### src/rtl/stream_mux_arbiter.sv
// rtl/stream_mux_arbiter.sv - registered N-to-1 valid/ready stream mux with direct-select and round-robin modes
module stream_mux_arbiter #(
   parameter int NrOfBits     = 8,
   parameter int NrOfChannels = 8,
   parameter int SelBits      = 3
) (
   input  logic                             Clock,
   input  logic                             Reset_n,
   input  logic                             Enable,
   input  logic                             Mode,
   input  logic [SelBits-1:0]               Sel,
   input  logic [NrOfChannels*NrOfBits-1:0] MuxIn,
   input  logic [NrOfChannels-1:0]          InValid,
   output logic [NrOfChannels-1:0]          InReady,
   output logic [NrOfBits-1:0]              MuxOut,
   output logic                             OutValid,
   input  logic                             OutReady,
   output logic [SelBits-1:0]               OutChannel
);

   // Output register and arbitration pointer (last served channel).
   logic [NrOfBits-1:0] mux_out_q, mux_out_d;
   logic                out_valid_q, out_valid_d;
   logic [SelBits-1:0]  out_channel_q, out_channel_d;
   logic [SelBits-1:0]  ptr_q, ptr_d;

   // Arbitration results.
   logic                load;
   logic                sel_found;
   logic [SelBits-1:0]  sel_idx;
   logic                hi_found;
   logic [SelBits-1:0]  hi_idx;
   logic                lo_found;
   logic [SelBits-1:0]  lo_idx;
   logic                cand_found;
   logic [SelBits-1:0]  cand_idx;
   logic [NrOfBits-1:0] cand_data;
   logic                grant;

   // The output slot can take a word when enabled and it is empty or being consumed.
   assign load = Enable & (~out_valid_q | OutReady);

   // Direct select: Sel must name an existing, valid channel; out-of-range values never match.
   always_comb begin
      sel_found = 1'b0;
      sel_idx   = '0;
      for (int c = 0; c < NrOfChannels; c++) begin
         if ((Sel == SelBits'(c)) && InValid[c]) begin
            sel_found = 1'b1;
            sel_idx   = SelBits'(c);
         end
      end
   end

   // Round-robin: lowest valid channel above ptr, otherwise lowest valid channel overall
   // (which is then at or below ptr). Equivalent to scanning ptr+1 .. ptr modulo NrOfChannels.
   always_comb begin
      hi_found = 1'b0;
      hi_idx   = '0;
      lo_found = 1'b0;
      lo_idx   = '0;
      for (int c = NrOfChannels - 1; c >= 0; c--) begin
         if (InValid[c]) begin
            lo_found = 1'b1;
            lo_idx   = SelBits'(c);
            if (c > int'(ptr_q)) begin
               hi_found = 1'b1;
               hi_idx   = SelBits'(c);
            end
         end
      end
   end

   // Pick the candidate for the active mode and fetch its data word.
   always_comb begin
      cand_found = 1'b0;
      cand_idx   = '0;
      if (!Mode) begin
         cand_found = sel_found;
         cand_idx   = sel_idx;
      end else if (hi_found) begin
         cand_found = 1'b1;
         cand_idx   = hi_idx;
      end else begin
         cand_found = lo_found;
         cand_idx   = lo_idx;
      end
      cand_data = '0;
      for (int c = 0; c < NrOfChannels; c++) begin
         if (cand_idx == SelBits'(c)) begin
            cand_data = MuxIn[c*NrOfBits +: NrOfBits];
         end
      end
   end

   assign grant = load & cand_found;

   // One-hot ready toward the granted channel only; all-zero when nothing is granted.
   always_comb begin
      InReady = '0;
      for (int c = 0; c < NrOfChannels; c++) begin
         InReady[c] = grant & (cand_idx == SelBits'(c));
      end
   end

   // Next state: load on grant, empty on an idle load, drain while disabled, otherwise hold.
   always_comb begin
      mux_out_d     = mux_out_q;
      out_valid_d   = out_valid_q;
      out_channel_d = out_channel_q;
      ptr_d         = ptr_q;
      if (grant) begin
         mux_out_d     = cand_data;
         out_valid_d   = 1'b1;
         out_channel_d = cand_idx;
         ptr_d         = cand_idx;
      end else if (load) begin
         out_valid_d = 1'b0;
      end else if (out_valid_q && OutReady && !Enable) begin
         out_valid_d = 1'b0;
      end
   end

   // State registers; pointer resets to the last channel so channel 0 wins first.
   always_ff @(posedge Clock or negedge Reset_n) begin
      if (!Reset_n) begin
         mux_out_q     <= '0;
         out_valid_q   <= 1'b0;
         out_channel_q <= '0;
         ptr_q         <= SelBits'(NrOfChannels - 1);
      end else begin
         mux_out_q     <= mux_out_d;
         out_valid_q   <= out_valid_d;
         out_channel_q <= out_channel_d;
         ptr_q         <= ptr_d;
      end
   end

   assign MuxOut     = mux_out_q;
   assign OutValid   = out_valid_q;
   assign OutChannel = out_channel_q;

endmodule

### config.mk
export PLATFORM = sky130hd
export DESIGN_NAME = stream_mux_arbiter
export DESIGN_NICKNAME = d
export VERILOG_FILES = /design/src/rtl/stream_mux_arbiter.sv
export SDC_FILE = /design/constraint.sdc
export NUM_CORES = 1
export LEC_CHECK = 0
export ABC_AREA = 1
export CAP_MARGIN = 20
export CORE_ASPECT_RATIO = 0.8
export CORE_MARGIN = 4
export CORE_UTILIZATION = 39
export DETAILED_ROUTE_END_ITERATION = 12
export HOLD_SLACK_MARGIN = 0.08
export PLACE_DENSITY = 0.85
export SYNTH_ARGS = -nofsm -noshare
export SYNTH_HDL_FRONTEND = slang
export SYNTH_SLANG_ARGS = --single-unit
### constraint.sdc
create_clock -name Clock -period 2.3 [get_ports Clock]
set_input_delay 0.345 -clock Clock [delete_from_list [all_inputs] [get_ports Clock]]
set_output_delay 0.345 -clock Clock [all_outputs]
set_load 0.05 [all_outputs]
Yosys cells after proc, flatten, opt, wreduce, memory -nomap -nowiden
Index checks and enable logic that the tools add are counted.

operators by class
  bitwise logic cells = 12
  magnitude comparators = 7
  divide/modulo/power cells = 0
  $add $sub $neg = 0
  shifts and indexed selects = 0
  multiply operators = 0
  multiplexer cells = 74
  equal/unequal tests = 14
  reductions and logical operators = 14

operators by type and width
  cell                count
  $mux 3              30
  $mux 8              8
  $mux 1              36
  $eq 3x3->1 const B  8
  $eq 3x2->1 const B  4
  $gt 3x3->1 const A  4
  $and 1x1->1         10
  $logic_and 1x1->1   10
  $eq 3x1->1 const B  2
  $gt 2x3->1 const A  2
  $logic_not 3->1     2
  $gt 1x3->1 const A  1
  $reduce_bool 3->1   1
  $logic_not 1->1     1
  $not 1->1           1
  $or 1x1->1          1

storage, ports and cells
  latch bits = 0
  input port bits = 80
  output and inout port bits = 20
  memory bits (read-only) = 0
  RAM bits = 0
  logic and storage cells = 125
  memories = 0
  bits in registers = 15

Logic depth before layout (Yosys ltp)
Gate-level depths: netlist of run 1.

  depth in word-level cells = 26
  mapped depth = 19
  gate-level depth less buffers = 18

Worst setup path before layout of run 1
Ideal clock, no wire load.

  path kind = register -> output
  start = reg ptr_q[1]
  end = out InReady[1]
  arrival = 2624 ps
  stages on the path, launching flop included = 13
  path buffers = 2
  data required time = 1955 ps
  slack = -669 ps
  cells stage by stage = dfstp_2 nor2_1 nand2_1 nand3_2 nor2_2 nand2_2 o21bai_1 nand2_1 nand2_1 buf_6 inv_2 buf_6 nor3_1

on the way
  word-level cells in the longest chain between the ends = 19
  elaborated cells between the ends (all ways) = 42
  classes of those cells = 7 x order compare; 1 x eq/ne; 32 x mux; 2 x bitwise

RTL lines
  item                                       line     RTL
  from (decl)                                25       logic [SelBits-1:0] ptr_q, ptr_d;
  from (signal assigned)                     130      ptr_q <= SelBits'(NrOfChannels - 1);
  from (signal assigned)                     135      ptr_q <= ptr_d;
  $gt 3x3->1                                 66       if (c > int'(ptr_q)) begin
  $mux 3 or $mux 1 (tied branches)           66
  $mux 3 or $mux 1 (tied branches)           63       if (InValid[c]) begin
  $mux 3 or $mux 1 (tied branches)           66
  $mux 3 or $mux 1 (tied branches)           63
  $mux 3 or $mux 1 (tied branches)           66
  $mux 3 or $mux 1 (tied branches)           63
  $mux 3 or $mux 1 (tied branches)           66
  [... 3 more ...]                           n/a
  $mux 3 or $mux 1 (tied branches)           66
  $mux 3 or $mux 1 (tied branches)           63
  $mux 3 or $mux 1 (tied branches)           66
  $mux 3 or $mux 1 (tied branches)           63
  $mux 3 or $mux 1 (tied branches)           81       end else if (hi_found) begin
  $mux 3 or $mux 1 (tied branches)           78       if (!Mode) begin
  $eq 3x1->1 or $and 1x1->1 (tied branches)  102, 96
  $and 1x1->1 *                              102      InReady[c] = grant & (cand_idx == SelBits'(c));
  to (decl)                                  14       output logic [NrOfChannels-1:0] InReady,

Mark *: on every way between the ends. The rest lies on a longest branch, timed or not.

Worst setup path after layout of run 1
  start = reg ptr_q[2]
  end = out InReady[7]

on the way
  word-level cells in the longest chain between the ends = 19
  elaborated cells between the ends (all ways) = 42
  classes of those cells = 7 x order compare; 1 x eq/ne; 32 x mux; 2 x bitwise

RTL lines
  item                                       line
  $gt 3x3->1                                 66
  $mux 3 or $mux 1 (tied branches)           66
  $mux 3 or $mux 1 (tied branches)           63
  $mux 3 or $mux 1 (tied branches)           66
  $mux 3 or $mux 1 (tied branches)           63
  $mux 3 or $mux 1 (tied branches)           66
  $mux 3 or $mux 1 (tied branches)           63
  $mux 3 or $mux 1 (tied branches)           66
  [... 3 more ...]                           n/a
  $mux 3 or $mux 1 (tied branches)           66
  $mux 3 or $mux 1 (tied branches)           63
  $mux 3 or $mux 1 (tied branches)           66
  $mux 3 or $mux 1 (tied branches)           63
  $mux 3 or $mux 1 (tied branches)           81
  $mux 3 or $mux 1 (tied branches)           78
  $eq 3x3->1 or $and 1x1->1 (tied branches)  102, 96
  $and 1x1->1 *                              102

Marked as above.

==> run summary, run 1 <==
Max clock buf depth: 2
height of the chip: 68.24 um
DR vias: 2687
Layout fillers: 267
vias in the first global route: 2656
max-cap viol count: 0
IO Pins: 100
Synth cell types: 31
Starting Density: 41.31%
Setup crit end kind: primary output
sequential power share: 18.8%
WL per Instance: 16.53 um
Leak: 1.690 nW
failing checks: negative setup slack
fmax: 0.3713 GHz
ys async rst share: 100.0%
Final min period: 2.693 ns
core area: 4283 um^2
Max Slew Vio Count: 0
largest cells by area after synthesis: nand2_1, dfrtp_1, nand4_1, inv_1, nor2_1
commonest cells after routing, fill and taps aside: clkdlybuf4s50_1, nand2_1, buf_4
Core Util, Final: 82.30%
syn avg cell area: 6.038 um^2
Seq cells post-synth: 15
detailed router's first-iteration violation count: 240
switching pwr: 1.227 mW
worst reg2reg startpoint: ptr_q[2]
footprint of the multi-input gates: 1366 um^2
Tcrit/Tclk final: 117.1%
Total Wirelength: 8183 um
Startpoint Class: flop
Gate power share: 72.9%
final setup fails: 16
Slew @ Worst Pin: 0.6432 ns
Final WS setup: -0.3929 ns
clk_skew: 0.002386 ns
clock root buffer master: clkbuf_8
# diodes: 0
Max H-tree Level: 1
layout cells sized above 1: 30.37%
FF/Latch Area: 379.1 um^2
outcome: finished, violations left
mapped cell area: 1769 um^2
syn nets: 373
most common library cell in the layout ignoring fill and taps: clkdlybuf4s50_1
placed inst area: 3203 um^2
Remaining DRCs: 0
clock tree from TritonCTS: built
Die X-Extent: 83.30 um
sw frac: 50.29%
Req. time, crit path: 1.96 ns
first-pass GRT wire length: 12250 um
R2R setup slack: -0.19 ns
worst hold start: OutChannel[0]
dpl hpwl: 5811 um
CP Max Fanout: 5
largest net degree at the start of global routing: 25
vias per cell: 5.428
DRT Pass-1 Iters: 5
clock slew at reported path FFs: 0.05 ns
metal3 WL: 600 um
crit path DAT: 2.35 ns
cts hold-fix bufs: 0
RD Place Congestion: 0.9437
yosys warns: 0
routed length on met1: 3398 um
RSZ-0062 raised after global routing: yes
power per cell area: 692.4 nW/um^2
Clk pwr share: 8.3%
Total Nets Final: 519
Port-buffer cells: 99
hold depth: 2
area grow syn2layout: 99.22%
grt total ovfl: 0
initial antenna violation count: 0
hold crit path type: reg -> reg
Int Pwr: 1.213 mW
Top Layer Used: met4
Critical Setup Path Class: reg -> out
Synth top area share: 18.88%
DR WL met2: 4005 um
Synth Instances: 293
Non-Filler Cell Area, Final: 3525 um^2
maximum VDD drop: 0.8502 mV
Post-synth EDFFs: 0
CTS buffer count: 3
Register-to-Register Path Depth: 17
Max-slew headroom: 56.98%
clk sinks: 15
Yosys top cell by area: nand2_1
Overall Global Routing Usage: 26.76%
die area: 5684 um^2
post-synthesis sequential area ratio: 21.43%
R2R Path End: MuxOut[1]
Final ANT Viol Nets: 0
Final Hold Viols: 0
clk_lat worst skew: 0.24 ns
Site Rows: 21
ys flop type: dfrtp_1
worst hold endpoint: OutChannel[0]
synthesized netlist by cell type, drive strengths merged, types with 2 or more instances:
cell type / n
inv: 39
dfstp: 3
o211ai: 7
buf: 12
nor3: 6
nor2: 38
dfrtp: 12
nand2: 94
nand4: 34
a31oi: 2
o21ai: 14
nand3: 27
cells by family after synthesis:
| logic type | Yosys count | synth area share, % |
|---|---|---|
| flops | 15 | 21.43 |
| simple gates | 200 | 55.09 |
| buf+inv | 51 | 13.01 |
| compound gates | 27 | 10.47 |
layout make-up:
cell class                      instances  share of cell area, %
Timing Repair Buffer                  153                  42.95
Sequential cell                        15                  10.76
Clock buffer                            4                  1.278
Tap cell                               57                  2.023
Multi-Input combinational cell        227                  38.76
Inverter                               39                  4.224
through the flow:
stage	hold slack (ns)	worst slack, ns	TNS (ns)	power (mW)	instances
floorplan	0.04941	-0.2076	-0.5358	1.348	293
global placement	0.4550	-0.3575	-4.932	1.940	480
detailed placement	0.4728	-0.3554	-5.385	1.974	480
CTS	0.4878	-0.2067	-1.203	2.257	492
global route	0.5243	-0.4512	-5.091	2.574	495
finish	0.4837	-0.3929	-3.423	2.440	495
sequential cells by signal, indices dropped and copies added (netlist names):
name        count
MuxOut          8
OutValid        1
ptr_q           3
OutChannel      3
power groups by stage:
stage / Clock, mW / Sequential, mW / Combinational (mW)
4_1_cts: 0.207 / 0.442 / 1.61
6_report: 0.203 / 0.459 / 1.78
3_3_place_gp: 0 / 0.439 / 1.50
5_1_grt: 0.225 / 0.467 / 1.88
3_5_place_dp: 0 / 0.444 / 1.53
2_1_floorplan: 0 / 0.713 / 0.635
routing by layer:
layer / up-vias / GRT usage [%]
li1: 1272 / -
met1: 1259 / 33.53
met2: 138 / 47.70
met3: 18 / 4.693
met4: 0 / 8.367
met5: - / 0
critical path, cell delays in order (launching register included):
cell	delay, ns
dfstp_2	0.60
nand2_2	0.12
nand3_1	0.15
nand2_2	0.10
inv_2	0.09
nand2_1	0.07
nand3_1	0.10
nand2_1	0.10
nand2_1	0.08
nand2_2	0.06
nand2_4	0.08
nand2_2	0.08
nor2_4	0.13
inv_2	0.06
nor2_4	0.14
buf_12	0.15
repair_timing:
item                                    CTS  global route
buffers inserted                          8             2
pin swaps                                12            27
gates cloned                              0             1
endpoints found under the setup margin   16            16
gates resized for setup                  31            33
how the worst max path moves through the flow:
stage | from | end | slack, ns | cells after the start
floorplan | ptr_q[1] | InReady[4] | -0.21 | 11
global placement | Sel[0] | InReady[1] | -0.36 | 15
detailed placement | Sel[1] | InReady[0] | -0.36 | 13
CTS | ptr_q[1] | InReady[3] | -0.21 | 14
global route | ptr_q[1] | InReady[7] | -0.45 | 16
finish | ptr_q[2] | InReady[7] | -0.39 | 15
Note: power is estimated with default switching activity, not from simulation.
==> run 2: changes to the inputs <==
ABC_CLOCK_PERIOD_IN_PS = 2300   (was default)
CORE_UTILIZATION = 55   (was 39)
DONT_BUFFER_PORTS = 1   (was default)
PLACE_DENSITY = 0.73   (was 0.85)
==> run 2 against run 1 <==
  * Critical path type unchanged
  * Sequential power rose by 59%
  * Combinational power fell by 39%
  * Final area fell by 34%
  * Fmax rose by 3.7%
  * Clock power barely moved
  * Worst setup slack improved by 0.095 ns
  * The run still ends with negative setup slack left
  * Sequential share of layout area rose by 5.5 points
==> run summary, run 2 (synthesis results as in run 1) <==
dpl hpwl: 4287 um (was 5811 um)
clk_skew: 0.002302 ns (was 0.002386 ns)
vias in the first global route: 1893 (was 2656)
outcome: finished, violations left (unchanged)
CTS buffer count: 3 (unchanged)
Critical Setup Path Class: reg -> out (unchanged)
Critical Path Sink: InReady[2] (was InReady[7])
detailed router's first-iteration violation count: 137 (was 240)
grt total ovfl: 0 (unchanged)
Port-buffer cells: 0 (was 99)
Overall Global Routing Usage: 26.59% (was 26.76%)
power per cell area: 863.1 nW/um^2 (was 692.4 nW/um^2)
most common library cell in the layout ignoring fill and taps: nand2_1 (was clkdlybuf4s50_1)
sw frac: 55.29% (was 50.29%)
Site Rows: 18 (was 21)
Remaining DRCs: 0 (unchanged)
total power: 2.013 mW (was 2.440 mW)
CP Max Fanout: 5 (unchanged)
layout cells sized above 1: 30.41% (was 30.37%)
area grow syn2layout: 31.82% (was 99.22%)
worst reg2reg startpoint: ptr_q[2] (unchanged)
hold crit path type: in -> reg (was reg -> reg)
placed inst area: 2028 um^2 (was 3203 um^2)
Tcrit/Tclk final: 113.0% (was 117.1%)
Final ANT Viol Nets: 0 (unchanged)
Leak: 1.158 nW (was 1.690 nW)
final hold slack: 0.1937 ns (was 0.4837 ns)
Layout fillers: 224 (was 267)
switching pwr: 1.113 mW (was 1.227 mW)
crit path DAT: 2.25 ns (was 2.35 ns)
vias per cell: 5.883 (was 5.428)
Register-to-Register Path Depth: 15 (was 17)
Final WS setup: -0.2980 ns (was -0.3929 ns)
WL per Instance: 17.04 um (was 16.53 um)
failing checks: negative setup slack (unchanged)
Final min period: 2.598 ns (was 2.693 ns)
clock tree from TritonCTS: built (unchanged)
largest net degree at the start of global routing: 25 (unchanged)
height of the chip: 58.73 um (was 68.24 um)
clock slew at reported path FFs: 0.05 ns (about the same)
DR vias: 2112 (was 2687)
clock root buffer master: clkbuf_8 (unchanged)
Core Util, Final: 75.59% (was 82.30%)
sequential power share: 36.3% (was 18.8%)
DRT Pass-1 Iters: 5 (unchanged)
FF/Latch Area: 379.1 um^2 (unchanged)
Die X-Extent: 71.41 um (was 83.30 um)
maximum VDD drop: 0.7975 mV (was 0.8502 mV)
RD Place Congestion: 0.8554 (was 0.9437)
fmax: 0.3849 GHz (was 0.3713 GHz)
Setup crit end kind: primary output (unchanged)
Total Nets Final: 400 (was 519)
commonest cells after routing, fill and taps aside: nand2_1, nand4_1, inv_1 (was clkdlybuf4s50_1, nand2_1, buf_4)
clk_lat worst skew: 0.24 ns (about the same)
Gate power share: 53.5% (was 72.9%)
footprint of the multi-input gates: 1334 um^2 (was 1366 um^2)
Max Slew Vio Count: 0 (unchanged)
Non-Filler Cell Area, Final: 2332 um^2 (was 3525 um^2)
Slew @ Worst Pin: 0.6358 ns (was 0.6432 ns)
final setup fails: 16 (unchanged)
Int Pwr: 0.9001 mW (was 1.213 mW)
max-cap viol count: 0 (unchanged)
max reg flops: 8 (unchanged)
core area: 3085 um^2 (was 4283 um^2)
Req. time, crit path: 1.96 ns (about the same)
first-pass GRT wire length: 8894 um (was 12250 um)
RSZ-0062 raised after global routing: yes (unchanged)
# diodes: 0 (unchanged)
Startpoint Class: flop (unchanged)
clk sinks: 15 (unchanged)
R2R Path End: MuxOut[5] (was MuxOut[1])
IO Pins: 100 (unchanged)
Starting Density: 57.34% (was 41.31%)
Clk pwr share: 10.2% (was 8.3%)
Max H-tree Level: 1 (unchanged)
Max clock buf depth: 2 (unchanged)
dpl ws: -0.0002838 ns (was -0.3554 ns)
Total Wirelength: 6119 um (was 8183 um)
die area: 4194 um^2 (was 5684 um^2)
Max-slew headroom: 57.48% (was 56.98%)
initial antenna violation count: 0 (unchanged)
R2R setup slack: -0.16 ns (was -0.19 ns)
Final Hold Viols: 0 (unchanged)
crit path from: ptr_q[2] (unchanged)
==> run 2: changes by cell type in the layout (fill, tap and decap cells not counted), sizes merged <==
cell and change:
clkdlybuf4s50 -81, buf -28, dlygate4sd2 -9, clkbuf -2, dlygate4sd3 +1
==> run 2: power groups by stage <==
stage / logic [mW] / clock network (mW) / registers [mW]
after floorplan: 0.635 / 0 / 0.713
after global placement: 0.827 / 0 / 0.722
after detailed placement: 0.848 / 0 / 0.722
after CTS: 0.953 / 0.211 / 0.726
after global routing: 1.16 / 0.228 / 0.746
final: 1.08 / 0.205 / 0.731
==> run 2: critical path, stage by stage (launching register included) <==
cell and delay [ns]:
dfstp_2 0.60, inv_2 0.08, nand3_4 0.12, nand3_4 0.11, nor2_4 0.12, nand2_2 0.08
o21bai_1 0.17, nand2_1 0.12, nand2_4 0.14, buf_4 0.14, nand2_2 0.08, nor2_4 0.09
buf_6 0.16
==> run 2: per-layer routing <==
layer | wire [um] | track usage [%]
met4 | 145 | 6.971
met2 | 2867 | 40.58
met5 | 0 | 0
met3 | 622 | 7.679
met1 | 2483 | 36.99
==> run 2: area by class of cell <==
type / instances / area share, %
multi-input cells: 227 / 57.19
flip-flops and latches: 15 / 16.26
repair buffers: 34 / 15.88
inverters: 39 / 6.599
well taps: 40 / 2.146
clock buffers: 4 / 1.931
==> run 2: metrics by stage <==
step	instances	setup TNS [ns]
finish	359	-3.120
global route	359	-5.904
CTS	357	-1.021
detailed placement	343	-0.0002838
global placement	343	0
floorplan	293	-0.5358
==> run 2: how the worst min path moves through the flow <==
stage	startpoint	to	cells past startpoint
final	OutReady	OutValid	1
after CTS	OutReady	OutValid	1
after floorplan	Reset_n	MuxOut[0]	0
after global placement	Reset_n	MuxOut[5]	0
after global routing	OutReady	OutValid	1
after detailed placement	Reset_n	MuxOut[5]	0
==> run 2: timing repair <==
item | 4_1_cts | 5_1_grt
pin swaps | 13 | 16
setup buffers | 9 | 3
resized for setup | 21 | 28
hold endpoints to repair | 15 | 0
hold buffers | 1 | 0
setup endpoints to repair | 9 | 16
==> run 3: changes to the inputs <==
CORE_UTILIZATION = 25   (was 55)
PLACE_DENSITY = 0.41   (was 0.73)
==> run 3 against run 2 <==
  * The flow still finishes with violations (negative setup slack)
  * Worst setup slack better by 0.064 ns
  * Clock power up 4%
  * Critical path depth grew 2
  * Register-to-register slack improved by 0.04 ns
  * Utilization decreased by 39 points
  * Via count fell by 2.5%
  * Sequential share of layout area is 1.2 points lower
  * Final cell count increased by 16%
==> run summary, run 3 (synthesis results as in run 1) <==
clock tree from TritonCTS: built (unchanged)
Leak: 1.239 nW (was 1.158 nW)
Critical Setup Path Class: reg -> out (unchanged)
Site Rows: 27 (was 18)
most common library cell in the layout ignoring fill and taps: nand2_1 (unchanged)
layout cells sized above 1: 35.65% (was 30.41%)
DRT Pass-1 Iters: 4 (was 5)
CTS buffer count: 3 (unchanged)
grt total ovfl: 0 (unchanged)
Port-buffer cells: 0 (unchanged)
Slew @ Worst Pin: 0.7137 ns (was 0.6358 ns)
Final WS setup: -0.2341 ns (was -0.2980 ns)
RSZ-0062 raised after global routing: yes (unchanged)
area grow syn2layout: 42.15% (was 31.82%)
vias in the first global route: 2080 (was 1893)
final setup fails: 14 (was 16)
outcome: finished, violations left (unchanged)
CP Max Fanout: 5 (unchanged)
initial antenna violation count: 0 (unchanged)
Starting Density: 25.67% (was 57.34%)
crit path DAT: 2.19 ns (was 2.25 ns)
hold depth: 2 (was 1)
max-cap viol count: 0 (unchanged)
Startpoint Class: flop (unchanged)
max reg flops: 8 (unchanged)
# diodes: 0 (unchanged)
RD Place Congestion: 0.8087 (was 0.8554)
hold crit path type: in -> reg (unchanged)
DR vias: 2059 (was 2112)
Core Util, Final: 36.49% (was 75.59%)
Max-slew headroom: 52.26% (was 57.48%)
Overall Global Routing Usage: 15.15% (was 26.59%)
largest net degree at the start of global routing: 16 (was 25)
height of the chip: 83.24 um (was 58.73 um)
Remaining DRCs: 0 (unchanged)
first-pass GRT wire length: 10320 um (was 8894 um)
fmax: 0.3946 GHz (was 0.3849 GHz)
Max H-tree Level: 1 (unchanged)
die area: 8495 um^2 (was 4194 um^2)
Tcrit/Tclk final: 110.2% (was 113.0%)
clk_skew: 0.004595 ns (was 0.002302 ns)
Setup crit end kind: primary output (unchanged)
failing checks: negative setup slack (unchanged)
Total Nets Final: 412 (was 400)
WL per Instance: 16.19 um (was 17.04 um)
Req. time, crit path: 1.96 ns (about the same)
Die X-Extent: 102.1 um (was 71.41 um)
Max Slew Vio Count: 0 (unchanged)
Final min period: 2.534 ns (was 2.598 ns)
core area: 6892 um^2 (was 3085 um^2)
Final ANT Viol Nets: 0 (unchanged)
clock slew at reported path FFs: 0.06 ns (was 0.05 ns)
total power: 2.085 mW (was 2.013 mW)
Max clock buf depth: 2 (unchanged)
dpl hpwl: 5433 um (was 4287 um)
maximum VDD drop: 0.5085 mV (was 0.7975 mV)
IO Pins: 100 (unchanged)
detailed router's first-iteration violation count: 56 (was 137)
clk_lat worst skew: 0.25 ns (was 0.24 ns)
vias per cell: 4.926 (was 5.883)
Final Hold Viols: 0 (unchanged)
Register-to-Register Path Depth: 16 (was 15)
clk sinks: 15 (unchanged)
clock root buffer master: clkbuf_8 (unchanged)
Total Wirelength: 6766 um (was 6119 um)
commonest cells after routing, fill and taps aside: nand2_1, nand4_1, inv_1 (unchanged)
power per cell area: 829.1 nW/um^2 (was 863.1 nW/um^2)
run 3: report_power, final:
part / switching (mW) / internal, mW
Sequential: 0.368 / 0.367
Combinational: 0.669 / 0.467
Clock: 0.0909 / 0.123
Total: 1.13 / 0.957
run 3: final timing paths:
| check | from | to | slack (ns) |
|---|---|---|---|
| setup reg to reg | ptr_q[1] | MuxOut[7] | -0.12 |
| max in group asynchronous | Reset_n | OutValid | 1.25 |
| hold / removal | MuxIn[56] | MuxOut[0] | 0.24 |
| min in group asynchronous | Reset_n | MuxOut[6] | 0.59 |
| setup / recovery | ptr_q[1] | InReady[7] | -0.23 |
| hold reg to reg | ptr_q[1] | ptr_q[1] | 0.53 |
run 3: timing repair:
item | 4_1_cts | 5_1_grt
hold buffers | 1 | 0
buffers inserted | 9 | 5
endpoints found under the setup margin | 13 | 16
endpoints found under the hold margin | 15 | 0
resized for setup | 44 | 17
pin swaps | 18 | 15
run 3: cell type report:
class	instances	area [um^2]
Tap cell	87	108.9
Timing Repair Buffer	46	451.7
Fill cell	781	4377
Multi-Input combinational cell	227	1379
Inverter	39	151.4
Clock buffer	4	45.04
Sequential cell	15	379.1
run 3: critical path, stage by stage, from the launching register on:
cell and delay [ns]:
dfstp_2 0.60, nor2_2 0.07, nand2_2 0.10, nand3_4 0.10, nor2_2 0.13, nand2_2 0.08
nand3_2 0.08, nand3_2 0.08, nand2_4 0.11, buf_6 0.13, nand2_2 0.06, nor2_4 0.10
inv_2 0.05, nor2_4 0.10, buf_12 0.14
run 3: layer usage:
layer / routed length [um] / vias up / global-route usage (%)
li1: - / 1050 / -
met1: 3052 / 939 / 20.42
met2: 3072 / 68 / 23.95
met3: 614 / 2 / 4.450
met4: 26 / 0 / 2.980
met5: 0 / - / 0
run 3: per-stage QoR:
step	TNS, ns	hold WS [ns]	std cells	setup WS, ns	area (um^2)
2_1_floorplan	-0.5358	0.04941	293	-0.2076	1809
3_5_place_dp	-0.3147	0.04988	400	-0.06138	2137
4_1_cts	-1.518	0.2297	413	-0.2344	2411
5_1_grt	-4.088	0.2254	418	-0.3640	2515
3_3_place_gp	-0.1609	0.05001	400	-0.09728	2137
6_report	-1.816	0.2385	418	-0.2341	2515
